File: config.mk
export PLATFORM = sky130hd
export DESIGN_NAME = fpu_ss_wb_arbiter
export DESIGN_NICKNAME = d
export VERILOG_FILES = /design/src/rtl/fpu_ss_wb_arbiter.sv
export SDC_FILE = /design/constraint.sdc
export NUM_CORES = 1
export LEC_CHECK = 0
export BUFFER_PORTS_ARGS = -buffer_cell sky130_fd_sc_hd__buf_2
export CORE_MARGIN = 1
export CORE_UTILIZATION = 40
export CTS_CLUSTER_SIZE = 10
export DETAILED_ROUTE_END_ITERATION = 16
export MAX_ROUTING_LAYER = met4
export PLACE_DENSITY = 0.68
export RECOVER_POWER = 25
export SLEW_MARGIN = 25
export SYNTH_ARGS = -nofsm -noshare
export SYNTH_HDL_FRONTEND = slang
export SYNTH_SLANG_ARGS = --single-unit
export TNS_END_PERCENT = 30
File: constraint.sdc
create_clock -name clk_i -period 1.7 [get_ports clk_i]
set_clock_uncertainty 0.1 [all_clocks]
set_input_delay 0.085 -clock clk_i [delete_from_list [all_inputs] [get_ports clk_i]]
set_output_delay 0.085 -clock clk_i [all_outputs]
set_load 0.005 [all_outputs]
File: src/rtl/fpu_ss_wb_arbiter.sv
// Writeback arbiter for the FPU subsystem: shares the FP register-file write port
// between load and FPnew results, and registers integer-destination FPnew results toward X-IF.
module fpu_ss_wb_arbiter #(
  parameter int unsigned FLEN      = 32,
  parameter int unsigned MAX_STALL = 4
) (
  input  logic            clk_i,
  input  logic            rst_i,
  input  logic            fpu_valid_i,
  output logic            fpu_ready_o,
  input  logic            fpu_rd_is_fp_i,
  input  logic [4:0]      fpu_rd_i,
  input  logic [3:0]      fpu_id_i,
  input  logic [FLEN-1:0] fpu_data_i,
  input  logic            mem_valid_i,
  output logic            mem_ready_o,
  input  logic [4:0]      mem_rd_i,
  input  logic [FLEN-1:0] mem_data_i,
  output logic            fpr_we_o,
  output logic [4:0]      fpr_waddr_o,
  output logic [FLEN-1:0] fpr_wdata_o,
  output logic            x_result_valid_o,
  input  logic            x_result_ready_i,
  output logic [3:0]      x_result_id_o,
  output logic [4:0]      x_result_rd_o,
  output logic [FLEN-1:0] x_result_data_o,
  output logic            starve_o,
  output logic            busy_o
);

  localparam int unsigned CNT_W = 4;
  localparam logic [CNT_W-1:0] STALL_MAX = CNT_W'(MAX_STALL);

  logic [CNT_W-1:0] stall_cnt_q;
  logic             fp_req;
  logic             int_req;
  logic             starve;
  logic             fp_gnt;
  logic             mem_gnt;
  logic             int_gnt;

  // Grant logic: loads win the FPR port unless FPnew has been denied MAX_STALL times in a row
  always_comb begin
    fp_req  = fpu_valid_i & fpu_rd_is_fp_i;
    int_req = fpu_valid_i & ~fpu_rd_is_fp_i;
    starve  = fp_req & (stall_cnt_q == STALL_MAX);
    fp_gnt  = fp_req & (~mem_valid_i | starve);
    mem_gnt = mem_valid_i & ~starve;
    int_gnt = int_req & (~x_result_valid_o | x_result_ready_i);
  end

  assign starve_o    = starve;
  assign mem_ready_o = ~starve;
  assign fpu_ready_o = fpu_rd_is_fp_i ? fp_gnt : int_gnt;
  assign busy_o      = fpr_we_o | x_result_valid_o;

  // Anti-starvation counter: consecutive cycles FPnew wanted the FPR port and lost
  always_ff @(posedge clk_i) begin
    if (rst_i) begin
      stall_cnt_q <= '0;
    end else if (~fp_req || fp_gnt) begin
      stall_cnt_q <= '0;
    end else if (stall_cnt_q != STALL_MAX) begin
      stall_cnt_q <= stall_cnt_q + CNT_W'(1);
    end
  end

  // FPR write register; address/data hold when idle
  always_ff @(posedge clk_i) begin
    if (rst_i) begin
      fpr_we_o    <= 1'b0;
      fpr_waddr_o <= '0;
      fpr_wdata_o <= '0;
    end else begin
      fpr_we_o <= mem_gnt | fp_gnt;
      if (mem_gnt) begin
        fpr_waddr_o <= mem_rd_i;
        fpr_wdata_o <= mem_data_i;
      end else if (fp_gnt) begin
        fpr_waddr_o <= fpu_rd_i;
        fpr_wdata_o <= fpu_data_i;
      end
    end
  end

  // One-entry X-IF result register, reloads on the same edge it drains
  always_ff @(posedge clk_i) begin
    if (rst_i) begin
      x_result_valid_o <= 1'b0;
      x_result_id_o    <= '0;
      x_result_rd_o    <= '0;
      x_result_data_o  <= '0;
    end else if (int_gnt) begin
      x_result_valid_o <= 1'b1;
      x_result_id_o    <= fpu_id_i;
      x_result_rd_o    <= fpu_rd_i;
      x_result_data_o  <= fpu_data_i;
    end else if (x_result_valid_o && x_result_ready_i) begin
      x_result_valid_o <= 1'b0;
    end
  end

endmodule
---- After elaboration in Yosys (flattened, before gate mapping) ----
Cells that the tools add are included.
cells by class
  add/sub/neg operators ................... 1
  eq/ne operators ......................... 2
  mux-type cells .......................... 7
  bitwise operators ....................... 15
  reduce and logical (&&, ||, !) cells .... 5
operators by type and width
  operator                                                count
  2-to-1 mux 32 bit                                       2
  2-to-1 mux 5 bit                                        2
  bitwise AND 1 bit                                       6
  NOT 1 bit                                               5
  adder 4 x 1 -> 4 bit (second input constant)            1
  == test 4 x 3 -> 1 bit (second input constant)          1
  inequality test 4 x 3 -> 1 bit (second input constant)  1
  OR 1 bit                                                4
  nonzero test 2 bit                                      2
  2-to-1 mux 1 bit                                        3
  OR reduction 2 bit                                      1
  logical AND 1 bit                                       1
  logical OR 1 bit                                        1
storage, ports and cells
  register bits after elaboration ......... 84
  input bits .............................. 84
  word-level logic and storage cells ...... 38

---- Depth between registers and ports, before layout ----
  word-level depth ........................ 6
  gate-level depth with buffers ........... 7
  mapped depth without buffers ............ 5

---- Worst setup path after synthesis ----
OpenSTA, ideal clock, no wires.
  path kind ............................... flip-flop to flip-flop
  from .................................... register stall_cnt_q[0]
  to ...................................... register fpr_wdata_o[12]
  arrival time ............................ 1.217 ns
  data required time ...................... 1.468 ns
  setup slack ............................. 0.251 ns
  cell stages (with the launch flop) ...... 8
  buffers on the path ..................... 2
  clock period less this slack ............ 1.449 ns
  cells stage by stage .................... dfxtp_1 > inv_1 > ha_1 > and3b_1 > buf_4 > buf_2 > nand2_1 > a31oi_1
on the way
  cells in the longest elaborated chain, start to end .. 5
RTL lines
  item                                                                      line    RTL
  start: declaration                                                        34      logic [CNT_W-1:0] stall_cnt_q;
  start signal: assignment                                                  64      stall_cnt_q <= stall_cnt_q + CNT_W'(1);
  == test 4 x 3 -> 1 bit *                                                  46      starve = fp_req & (stall_cnt_q == STALL_MAX);
  bitwise AND 1 bit *                                                       46
  OR 1 bit or NOT 1 bit (tied branches)                                     47, 48
  bitwise AND 1 bit, on equally long branches                               47, 48
  nonzero test 2 bit (no source line) or 2-to-1 mux 32 bit (tied branches)  n/a
  end signal: assignment                                                    78      fpr_wdata_o <= mem_data_i;
  end signal: assignment                                                    81      fpr_wdata_o <= fpu_data_i;
  end: declaration                                                          21      output logic [FLEN-1:0] fpr_wdata_o,
Every way passes the cells marked *; elsewhere a longest branch is shown, timed or not.
A chain may end at the register's enable or synchronous reset.

---- Worst setup path in the final report ----
  from .................................... register stall_cnt_q[1]
  to ...................................... output port fpu_ready_o
on the way
  cells in the longest elaborated chain, start to end .. 5
RTL lines
  item                    line  RTL
  == test 4 x 3 -> 1 bit  46
  bitwise AND 1 bit       46
  OR 1 bit                47    fp_gnt = fp_req & (~mem_valid_i | starve);
  bitwise AND 1 bit       47
  2-to-1 mux 1 bit        54    assign fpu_ready_o = fpu_rd_is_fp_i ? fp_gnt : int_gnt;
  end: declaration        10    output logic fpu_ready_o,
No other way between the ends.

==> results.sh <==
export IMPL_grt_usage=0.283
export IMPL_status="finished with violations"
export IMPL_initial_core_util=0.414
export IMPL_place_hpwl_um=9520
export IMPL_netlist_area_um2=4270
export IMPL_final_util=0.598
export IMPL_synth_nets=611
export IMPL_rows=37
export IMPL_vias_per_cell=5.65
export IMPL_drive_gt1_frac=0.272
export IMPL_rr_worst_depth=7
export IMPL_cts_root_buf="clkbuf_8"
export IMPL_fin_nets=831
export IMPL_worst_pin_slew_ns=0.476
export IMPL_ant_nets=0
export IMPL_min_period_over_period=1.03
export IMPL_antenna_cells=0
export IMPL_max_stage_delay_ns=0.33
export IMPL_r2r_start="stall_cnt_q[1]"
export IMPL_synth_edff_count=0
export IMPL_synth_top_cell_area_share=0.394
export IMPL_violations="negative setup slack"
export IMPL_synth_main_ff_cell="dfxtp_1"
export IMPL_power_density_nw_per_um2=732
export IMPL_core_area_um2=10300
export IMPL_netlist_top_cells_area="dfxtp_1 39%, o211ai_1 6.9%, a21boi_0 6.5%, o21bai_1 6.2%, and3_1 5.4%"
export IMPL_cts_tree="built"
export IMPL_die_h_um=105
export IMPL_hold_path_end="fpr_we_o"
export IMPL_first_global_vias=4954
export IMPL_clk_path_buf_depth=2
export IMPL_critical_path_class="register to output pin"
export IMPL_worst_path_buf_inv=3
export IMPL_num_vias=5010
export IMPL_grt_pass1_wl_um=24400
export IMPL_synthCells=525
export IMPL_finalPower_mw=4.51
export IMPL_cp_arrival_ns=1.56
export IMPL_hold_viol=0
export IMPL_synth_async_reset_ratio=0
export IMPL_antenna_found_initial=0
export IMPL_gp_congestion=0.826
export IMPL_postRouteWirelength_um=15100
export IMPL_path_delay_family="buffers and inverters"
export IMPL_synth_seq_cells=84
export IMPL_drc_errors=0
export IMPL_drv_slew=0
export IMPL_cp_max_fo=2
export IMPL_max_slew_margin=0.682
export IMPL_cts_sinks=84
export IMPL_layout_common_cells="151 x buf_2, 82 x dfxtp_1, 78 x dlygate4sd3_1"
export IMPL_dr_pass1_iters=4
export IMPL_r2r_end="fpr_waddr_o[4]"
export IMPL_cts_buffers_inserted=9
export IMPL_yosysTopAreaCell="dfxtp_1"
export IMPL_yosys_warnings=0
export IMPL_leakage_nw=2.72
export IMPL_r2r_slack_ns=0.12
export IMPL_port_buffers=167
export IMPL_min_path_type="input pin to register"
export IMPL_n_fill_cell=908
export IMPL_die_w_um=105
export IMPL_ys_seq_area_frac=0.394
export IMPL_fmax_mhz=574
export IMPL_crit_path_start_kind="register"
export IMPL_worstSkewPairLatency_ns=0.37
export IMPL_crit_required_ns=1.51
export IMPL_max_cap_violations=0
export IMPL_layout_setup_ws_ns=-0.0427
export IMPL_syn2layout_area_growth_pct=44.4
export IMPL_vdd_ir_drop_max_v=0.000333
export IMPL_layout_min_cycle_time_ns=1.74
export IMPL_syn_area_per_cell_um2=8.14
export IMPL_crit_slowest_cell="dfxtp_2"
export IMPL_synth_distinct_cells=35
export IMPL_rsz0062_at_grt="yes"
export IMPL_io_pins=168
export IMPL_worst_setup_path_end_kind="output pin"
export IMPL_grt_max_degree=44
export IMPL_drt_initial_drc_count=321
export IMPL_htreeDepth=3
export IMPL_cts_clk_slew_worst_paths_ns=0.09
export IMPL_final_common_cell="buf_2"
export IMPL_path_cells="inv_2, ha_4, nand3b_1, buf_6, a21o_1, o21ai_1, buf_2"
export IMPL_holdPathStages=3
export IMPL_holdCritStartpoint="mem_valid_i"
export IMPL_final_setup_viol_count=2
export IMPL_wl_per_cell_um=17.1
export IMPL_grt_remaining_overflow=0
export IMPL_dieArea_um2=11100
-- worst max path at each step --
stage                   start               to  slack, ns  depth (start not counted)
3_5_place_dp   stall_cnt_q[0]  fpr_wdata_o[15]       0.13                          6
2_1_floorplan  stall_cnt_q[0]  fpr_wdata_o[12]       0.25                          7
5_1_grt        stall_cnt_q[1]      fpu_ready_o      -0.14                          7
3_3_place_gp   stall_cnt_q[0]      fpu_ready_o       0.22                          7
6_report       stall_cnt_q[1]      fpu_ready_o      -0.04                          7
4_1_cts        stall_cnt_q[1]      fpu_ready_o      -0.04                          7
-- kinds of logic (layout without fill, tap and decap cells) --
group | Yosys count | after routing | share of synthesized area
AOI/OAI and AO/OA | 234 | 234 | 0.351
adders and majority gates | 2 | 2 | 0.00586
buffers and inverters | 66 | 291 | 0.0776
DFF | 84 | 84 | 0.394
muxes | 1 | 1 | 0.00234
and+or+nand+nor | 138 | 138 | 0.170
-- flip-flops by register name, summed over array words and instances, names as in the netlist --
| register | cells |
|---|---|
| stall_cnt_q | 4 |
| x_result_rd_o | 5 |
| x_result_id_o | 4 |
| fpr_wdata_o | 32 |
| x_result_data_o | 32 |
| x_result_valid_o | 1 |
| fpr_waddr_o | 5 |
| fpr_we_o | 1 |
-- per-stage QoR --
stage          hold WS [ns]  area (µm²)  setup WS [ns]  std cells  TNS, ns
3_5_place_dp          0.248        5130          0.129        788        0
5_1_grt              0.0443        6170         -0.141        886   -0.302
4_1_cts              0.0275        6190        -0.0403        886  -0.0471
6_report             0.0330        6170        -0.0427        886  -0.0646
2_1_floorplan         0.133        4270          0.251        525        0
3_3_place_gp          0.239        5130          0.217        788        0
-- Yosys cell counts (2+ instances only) --
cell type / instances
o21ai_0: 42
nor2_1: 5
a31oi_1: 35
buf_6: 5
nand3b_1: 2
inv_1: 3
nand2_1: 35
a21oi_1: 42
a21boi_0: 37
clkbuf_1: 27
o211ai_1: 39
and3_1: 37
nand3_1: 44
ha_1: 2
nand2b_1: 5
clkbuf_2: 8
buf_1: 4
dfxtp_1: 84
buf_4: 5
o21ai_1: 2
buf_2: 14
o21bai_1: 35
-- power by group --
part	internal (mW)	switching, mW	total [mW]
clock network	0.802	0.753	1.55
registers	2.07	0.0542	2.12
logic	0.425	0.410	0.835
total	3.30	1.22	4.51
-- per-layer routing --
| metal | global-route usage | wire (µm) | up-vias | part of all wire |
|---|---|---|---|---|
| li1 | - | - | 2379 | - |
| met1 | 0.335 | 6240 | 2358 | 0.41 |
| met2 | 0.469 | 7530 | 225 | 0.50 |
| met3 | 0.0315 | 796 | 48 | 0.053 |
| met4 | 0.159 | 548 | 0 | 0.036 |
| met5 | - | 0 | - | 0 |
-- timing repair --
| item | CTS | global route |
|---|---|---|
| pin swaps | 2 | 0 |
| hold endpoints to repair | 78 | 0 |
| hold buffers | 78 | 0 |
| setup endpoints to repair | 3 | 3 |
| setup buffers | 4 | 0 |
| gates resized for setup | 12 | 0 |
-- final cells by class --
cell class | count | area [µm²] | area share
multi-input combinational | 375 | 2280 | 0.369
timing repair buffer | 272 | 1820 | 0.294
sequential | 84 | 1680 | 0.273
tap | 136 | 170 | 0.0276
clock buffer | 13 | 169 | 0.0274
clock inverter | 3 | 43.8 | 0.00710
inverter | 3 | 11.3 | 0.00183
-- tightest hold or removal path: stages --
cell	delay (ns)
buf_2	0.20
nor2_1	0.14
nor2_1	0.04
Power figures use the tool's default switching activity.
